===== config.mk =====
export PLATFORM = sky130hd
export DESIGN_NAME = alu_ctrl_decoder_flat
export DESIGN_NICKNAME = d
export VERILOG_FILES = /design/src/rtl/alu_ctrl_decoder_pkg.sv /design/src/rtl/alu_ctrl_decoder_if.sv /design/src/rtl/alu_ctrl_skid.sv /design/src/rtl/alu_ctrl_decoder.sv /design/src/flat_wrapper.sv
export SDC_FILE = /design/constraint.sdc
export NUM_CORES = 1
export LEC_CHECK = 0
export CORE_AREA = 4 4 71 73
export CTS_CLUSTER_DIAMETER = 40
export DETAILED_ROUTE_END_ITERATION = 12
export DIE_AREA = 0 0 75 77
export GPL_ROUTABILITY_DRIVEN = 0
export GPL_TIMING_DRIVEN = 0
export HOLD_SLACK_MARGIN = 0.1
export PLACE_DENSITY = 0.72
export SLEW_MARGIN = 20
export SYNTH_ARGS = -nofsm -noshare
export SYNTH_HDL_FRONTEND = slang
export SYNTH_SLANG_ARGS = --single-unit
export TNS_END_PERCENT = 100

===== constraint.sdc =====
create_clock -name clk -period 1.8 [get_ports clk]
set_clock_uncertainty 0.05 [all_clocks]
set_input_delay 0.18 -clock clk [delete_from_list [all_inputs] [get_ports clk]]
set_output_delay 0.18 -clock clk [all_outputs]
set_load 0.005 [all_outputs]

===== src/rtl/alu_ctrl_decoder_pkg.sv =====
// alu_ctrl_decoder_pkg: ALU control codes, ALUOp encodings and the funct decode shared with the EX stage
package alu_ctrl_decoder_pkg;

    typedef enum logic [1:0] {
        ALUOP_MEM   = 2'b00,
        ALUOP_BR    = 2'b01,
        ALUOP_ARITH = 2'b10,
        ALUOP_RSVD  = 2'b11
    } aluop_e;

    typedef enum logic [3:0] {
        ALU_AND = 4'b0000,
        ALU_OR  = 4'b0001,
        ALU_ADD = 4'b0010,
        ALU_SUB = 4'b0110,
        ALU_SLT = 4'b0111,
        ALU_NOR = 4'b1100,
        ALU_ILL = 4'b1111
    } alu_code_e;

    typedef struct packed {
        alu_code_e code;
        logic      illegal;
    } dec_t;

    // funct7_5 only selects SUB for R-type; I-type ADDI with imm[10]=1 stays ADD
    function automatic dec_t decode(logic [1:0] op, logic [2:0] f3, logic f7_5, logic rtype);
        alu_code_e c;
        c = op == ALUOP_MEM   ? ALU_ADD :
            op == ALUOP_BR    ? ALU_SUB :
            op != ALUOP_ARITH ? ALU_ILL :
            f3 == 3'b000      ? ((rtype && f7_5) ? ALU_SUB : ALU_ADD) :
            f3 == 3'b111      ? ALU_AND :
            f3 == 3'b110      ? ALU_OR :
            f3 == 3'b010      ? ALU_SLT : ALU_ILL;
        return '{code: c, illegal: c == ALU_ILL};
    endfunction

endpackage


===== src/rtl/alu_ctrl_decoder_if.sv =====
// alu_ctrl_decoder_if: ID-side decode request and EX-side decoded op handshake
interface alu_ctrl_decoder_if #(parameter int TAG_W = 5, parameter int CNT_W = 16);
    logic             in_valid;
    logic             in_ready;
    logic [1:0]       alu_op;
    logic [2:0]       funct3;
    logic             funct7_5;
    logic             is_rtype;
    logic [TAG_W-1:0] in_tag;
    logic             out_valid;
    logic             out_ready;
    logic [3:0]       alu_control;
    logic [TAG_W-1:0] out_tag;
    logic             illegal;
    logic [CNT_W-1:0] illegal_cnt;

    modport master (
        input  in_valid, alu_op, funct3, funct7_5, is_rtype, in_tag, out_ready,
        output in_ready, out_valid, alu_control, out_tag, illegal, illegal_cnt
    );

    modport slave (
        output in_valid, alu_op, funct3, funct7_5, is_rtype, in_tag, out_ready,
        input  in_ready, out_valid, alu_control, out_tag, illegal, illegal_cnt
    );
endinterface


===== src/rtl/alu_ctrl_skid.sv =====
// alu_ctrl_skid: 2-entry valid/ready skid buffer (output reg + skid reg), strictly FIFO
module alu_ctrl_skid #(parameter int W = 8) (
    input  logic         clk,
    input  logic         rst,
    input  logic         in_valid,
    output logic         in_ready,
    input  logic [W-1:0] in_data,
    output logic         out_valid,
    input  logic         out_ready,
    output logic [W-1:0] out_data
);
    logic         ov;
    logic         sv;
    logic [W-1:0] od;
    logic [W-1:0] sd;

    // in_ready is !sv, so a new op is only ever offered when the skid is empty
    always_ff @(posedge clk or posedge rst) begin
        if (rst) begin
            ov <= 1'b0;
            sv <= 1'b0;
            od <= '0;
            sd <= '0;
        end else if (sv) begin
            if (out_ready) begin
                od <= sd;
                sv <= 1'b0;
            end
        end else if (!ov || out_ready) begin
            ov <= in_valid;
            if (in_valid) od <= in_data;
        end else if (in_valid) begin
            sv <= 1'b1;
            sd <= in_data;
        end
    end

    assign in_ready  = !sv;
    assign out_valid = ov;
    assign out_data  = od;
endmodule


===== src/rtl/alu_ctrl_decoder.sv =====
// alu_ctrl_decoder: registered ID->EX ALU control decode with skid buffer and saturating illegal counter
module alu_ctrl_decoder
    import alu_ctrl_decoder_pkg::*;
#(
    parameter int TAG_W = 5,
    parameter int CNT_W = 16
) (
    input logic clk,
    input logic rst,
    alu_ctrl_decoder_if.master bus
);
    localparam int W = 5 + TAG_W;

    dec_t             dec;
    logic [W-1:0]     out_data;
    logic [CNT_W-1:0] cnt;

    assign dec = decode(bus.alu_op, bus.funct3, bus.funct7_5, bus.is_rtype);

    alu_ctrl_skid #(.W(W)) u_skid (
        .clk       (clk),
        .rst       (rst),
        .in_valid  (bus.in_valid),
        .in_ready  (bus.in_ready),
        .in_data   ({dec, bus.in_tag}),
        .out_valid (bus.out_valid),
        .out_ready (bus.out_ready),
        .out_data  (out_data)
    );

    assign {bus.alu_control, bus.illegal, bus.out_tag} = out_data;

    // counts accepted inputs, so output backpressure never affects it
    always_ff @(posedge clk or posedge rst) begin
        if (rst) cnt <= '0;
        else if (bus.in_valid && bus.in_ready && dec.illegal && cnt != '1) cnt <= cnt + 1'b1;
    end

    assign bus.illegal_cnt = cnt;
endmodule


===== src/flat_wrapper.sv =====
// flat-port wrapper written by rule: the top's interface ports become plain ports
module alu_ctrl_decoder_flat import alu_ctrl_decoder_pkg::*;
#(
    parameter int TAG_W = 5,
    parameter int CNT_W = 16
)
  (clk, rst, bus_in_valid, bus_alu_op, bus_funct3, bus_funct7_5, bus_is_rtype, bus_in_tag, bus_out_ready, bus_in_ready, bus_out_valid, bus_alu_control, bus_out_tag, bus_illegal, bus_illegal_cnt);
  alu_ctrl_decoder_if #(.TAG_W(TAG_W), .CNT_W(CNT_W)) bus_i ();
  input logic clk;
  input logic rst;
  input wire logic [$bits(bus_i.in_valid)-1:0] bus_in_valid;
  input wire logic [$bits(bus_i.alu_op)-1:0] bus_alu_op;
  input wire logic [$bits(bus_i.funct3)-1:0] bus_funct3;
  input wire logic [$bits(bus_i.funct7_5)-1:0] bus_funct7_5;
  input wire logic [$bits(bus_i.is_rtype)-1:0] bus_is_rtype;
  input wire logic [$bits(bus_i.in_tag)-1:0] bus_in_tag;
  input wire logic [$bits(bus_i.out_ready)-1:0] bus_out_ready;
  output wire logic [$bits(bus_i.in_ready)-1:0] bus_in_ready;
  output wire logic [$bits(bus_i.out_valid)-1:0] bus_out_valid;
  output wire logic [$bits(bus_i.alu_control)-1:0] bus_alu_control;
  output wire logic [$bits(bus_i.out_tag)-1:0] bus_out_tag;
  output wire logic [$bits(bus_i.illegal)-1:0] bus_illegal;
  output wire logic [$bits(bus_i.illegal_cnt)-1:0] bus_illegal_cnt;
  assign bus_i.in_valid = bus_in_valid;
  assign bus_i.alu_op = bus_alu_op;
  assign bus_i.funct3 = bus_funct3;
  assign bus_i.funct7_5 = bus_funct7_5;
  assign bus_i.is_rtype = bus_is_rtype;
  assign bus_i.in_tag = bus_in_tag;
  assign bus_i.out_ready = bus_out_ready;
  assign bus_in_ready = bus_i.in_ready;
  assign bus_out_valid = bus_i.out_valid;
  assign bus_alu_control = bus_i.alu_control;
  assign bus_out_tag = bus_i.out_tag;
  assign bus_illegal = bus_i.illegal;
  assign bus_illegal_cnt = bus_i.illegal_cnt;
  alu_ctrl_decoder #(.TAG_W(TAG_W), .CNT_W(CNT_W)) u_core (.clk(clk), .rst(rst), .bus(bus_i));
endmodule

==> summary.txt, run 1 <==
Synth
  • Synth unique cells: 44
  • Ys async rst share: 100%
  • Avg Cell Area, Syn: 10.5 µm²
  • Syn Inst Count: 178
  • Net Count, Synth: 195
  • Ys flop type: dfrtp_1
  • Synthesized area: 1870 µm²
  • Number of synthesized register bits: 38
  • Sequential-to-total area share from yosys stat: 50.7%
  • Post-synth EDFFs: 0
  • Synth warn: 0

Floorplanning
  • Std-Cell Rows: 24
  • IO Pins: 44
  • Die Y-Extent: 77 µm
  • CORE AREA: 4350 µm²
  • Die Wd: 75 µm
  • Initial core utilization: 43.0%
  • Die Area: 5780 µm²

Clocking
  • Max clock buf depth: 2
  • Inserted Clock Buffers: 5
  • Clk slew on worst S/H paths: 0.07 ns
  • CTS tree: done
  • CTS root buf: clkbuf_8
  • Worst-Skew Late Latency: 0.28 ns
  • Total number of H-tree levels: 2
  • CTS sink count: 38

STA
  • Slew headroom: 60.8%
  • Final Hold Violating Endpoints: 0
  • Least-Margin Pin Slew: 0.583 ns
  • Slew Limit Fails: 0
  • RSZ-0062 raised after global routing: true
  • Fmax: 0.569 GHz
  • Final worst-path cycle share: 97.7%
  • Setup WS post-layout: 0.0419 ns
  • Min Clock Period, post-route: 1.76 ns
  • # setup viols final: 0

Route
  • Routed WL: 4200 µm
  • Vias post-DR: 1,539
  • # DRC: 0
  • Post-DRT Antenna Nets: 0
  • Via density: 5.31
  • Number of DRC markers in iteration 0: 92
  • DR WL/cell: 14.5 µm
  • Initial DRT Pass Iterations: 4

GRT
  • Antenna violations before repair: 0
  • Total GRT Usage: 15.5%
  • First-pass GRT wire length: 6960 µm
  • Pin count of the biggest net entering global routing: 30
  • Grt total ovfl: 0
  • Vias in the first global route: 1,476

Place
  • Dpl cells: 274
  • Port Buffer Count: 43
  • DP Worst Slack: -0.268 ns
  • Post-DP HPWL: 2970 µm

Run
  • Max cap viols: 0

Critical path
  • Worst setup SP type: primary input
  • CP Class: in2reg
  • Worst Path Arrival: 1.87 ns
  • Worst EP required: 1.91 ns
  • FF-to-FF setup slack: 0.10 ns
  • Critical path fanouts, max: 10
  • Crit end category: flip-flop

Power and ir drop
  • Max VDD drop: 0.631 mV
  • Tot Pwr: 0.00277 W
  • P per Cell Area: 1070 nW/µm²
  • P_leak: 1.16 nW

Cells and area
  • Ant diodes: 0
  • Area added between synthesis and finish: 38.3%
  • Commonest non-fill, non-tap cells in the layout: clkdlybuf4s50_1, dfrtp_1, nand2_1
  • Fin nets: 254
  • Fillers: 370
  • Register area: 951 µm²
  • Footprint of the multi-input gates: 905 µm²
  • Share of cells above drive strength 1: 13.9%
  • Final Instance Count excl. Fillers: 290
  • Most common cell after layout, fill and taps aside: clkdlybuf4s50_1

Min path
  • HP Class: in2reg

Status
  • Status: finished clean
stage by stage:
step                utilization (%)  hold slack (ns)  TNS [ns]  instance area [µm²]
floorplan                         -            0.226         0                 1870
global placement               54.4            0.403     -9.32                 2370
detailed placement             54.9            0.397     -3.60                 2390
CTS                            58.4            0.398         0                 2540
global route                   59.5            0.410    -0.220                 2590
finish                         59.5            0.405         0                 2590
critical path, stage by stage:
cell and delay [ns]:
clkdlybuf4s50_1 0.55, and2b_2 0.27, o311ai_4 0.41, buf_6 0.21, nor4_1 0.07, xor2_1 0.17
layer usage:
layer | routed length, µm | vias up | GRT usage, %
li1 | - | 755 | -
met4 | 50 | 0 | 5.87
met3 | 223 | 4 | 4.84
met2 | 2140 | 34 | 24.4
met1 | 1790 | 746 | 19.5
met5 | 0 | - | 0
registers in the layout, indices dropped and copies added, names as in the netlist:
name	flops
u_core.u_skid.out_data	10
u_core.u_skid.sd	10
u_core.u_skid.sv	1
u_core.bus.illegal_cnt	16
u_core.u_skid.out_valid	1
report_power, final:
group / switching (W) / total [W] / leakage (nW) / internal [W]
Combinational: 0.000344 / 0.000827 / 0.630 / 0.000483
Clock: 0.000285 / 0.000671 / 0.0575 / 0.000387
Sequential: 0.000194 / 0.00127 / 0.471 / 0.00107
synthesized netlist by cell type (all sizes together), types with 3 or more instances:
master,number,area [µm²]
nand2,33,124
a211oi,3,22.5
nand3,8,40.0
inv,6,22.5
xor2,13,114
nor4b,3,32.5
clkbuf,4,15.0
dfrtp,38,951
nor4,7,50.1
mux2i,5,50.1
o21ai,11,55.1
a21o,5,37.5
a21oi,4,23.8
nor2,5,18.8
nand4,5,37.5
worst paths after layout:
path	start	to	cells past startpoint
setup / recovery	bus_funct3[2]	u_core.bus.illegal_cnt[12]	6
hold / removal	bus_in_tag[2]	u_core.u_skid.sd[2]	3
setup reg to reg	u_core.u_skid.sv	u_core.bus.illegal_cnt[13]	5
hold reg to reg	u_core.u_skid.sd[2]	u_core.u_skid.sd[2]	2
max in group asynchronous	rst	u_core.u_skid.out_valid	4
min in group asynchronous	rst	u_core.bus.illegal_cnt[10]	3
layout make-up:
cell class / instances / area share (%)
Buffer: 5 / 1.01
Clock buffer: 8 / 4.25
Inverter: 6 / 0.869
Multi-Input combinational cell: 129 / 34.9
Sequential cell: 38 / 36.7
Tap cell: 52 / 2.51
Timing Repair Buffer: 52 / 19.8
kinds of logic (layout without fill, tap and decap cells):
kind of cell,count (synthesis),count (layout),share of synthesized area [%]
mux,7,7,3.87
buf+inv,11,71,2.60
xor+xnor,15,15,7.01
simple gates,74,74,22.0
compound gates,32,32,13.1
fa+ha+maj,1,1,0.667
flops,38,38,50.7
timing repair:
item,4_1_cts,5_1_grt
cloned,0,0
hold endpoints to repair,9,0
endpoints found under the setup margin,9,14
setup buffers,4,3
hold buffers,1,0
gates resized for setup,1,4
pin swaps,1,4
No activity file was read; power rests on OpenSTA's default activity.
==> run 2, diff against run 1 <==
CTS_CLUSTER_SIZE = 40   (was unset)
==> results of run 2 <==
No change in the layout: final DEF, timing and power equal those of run 1.
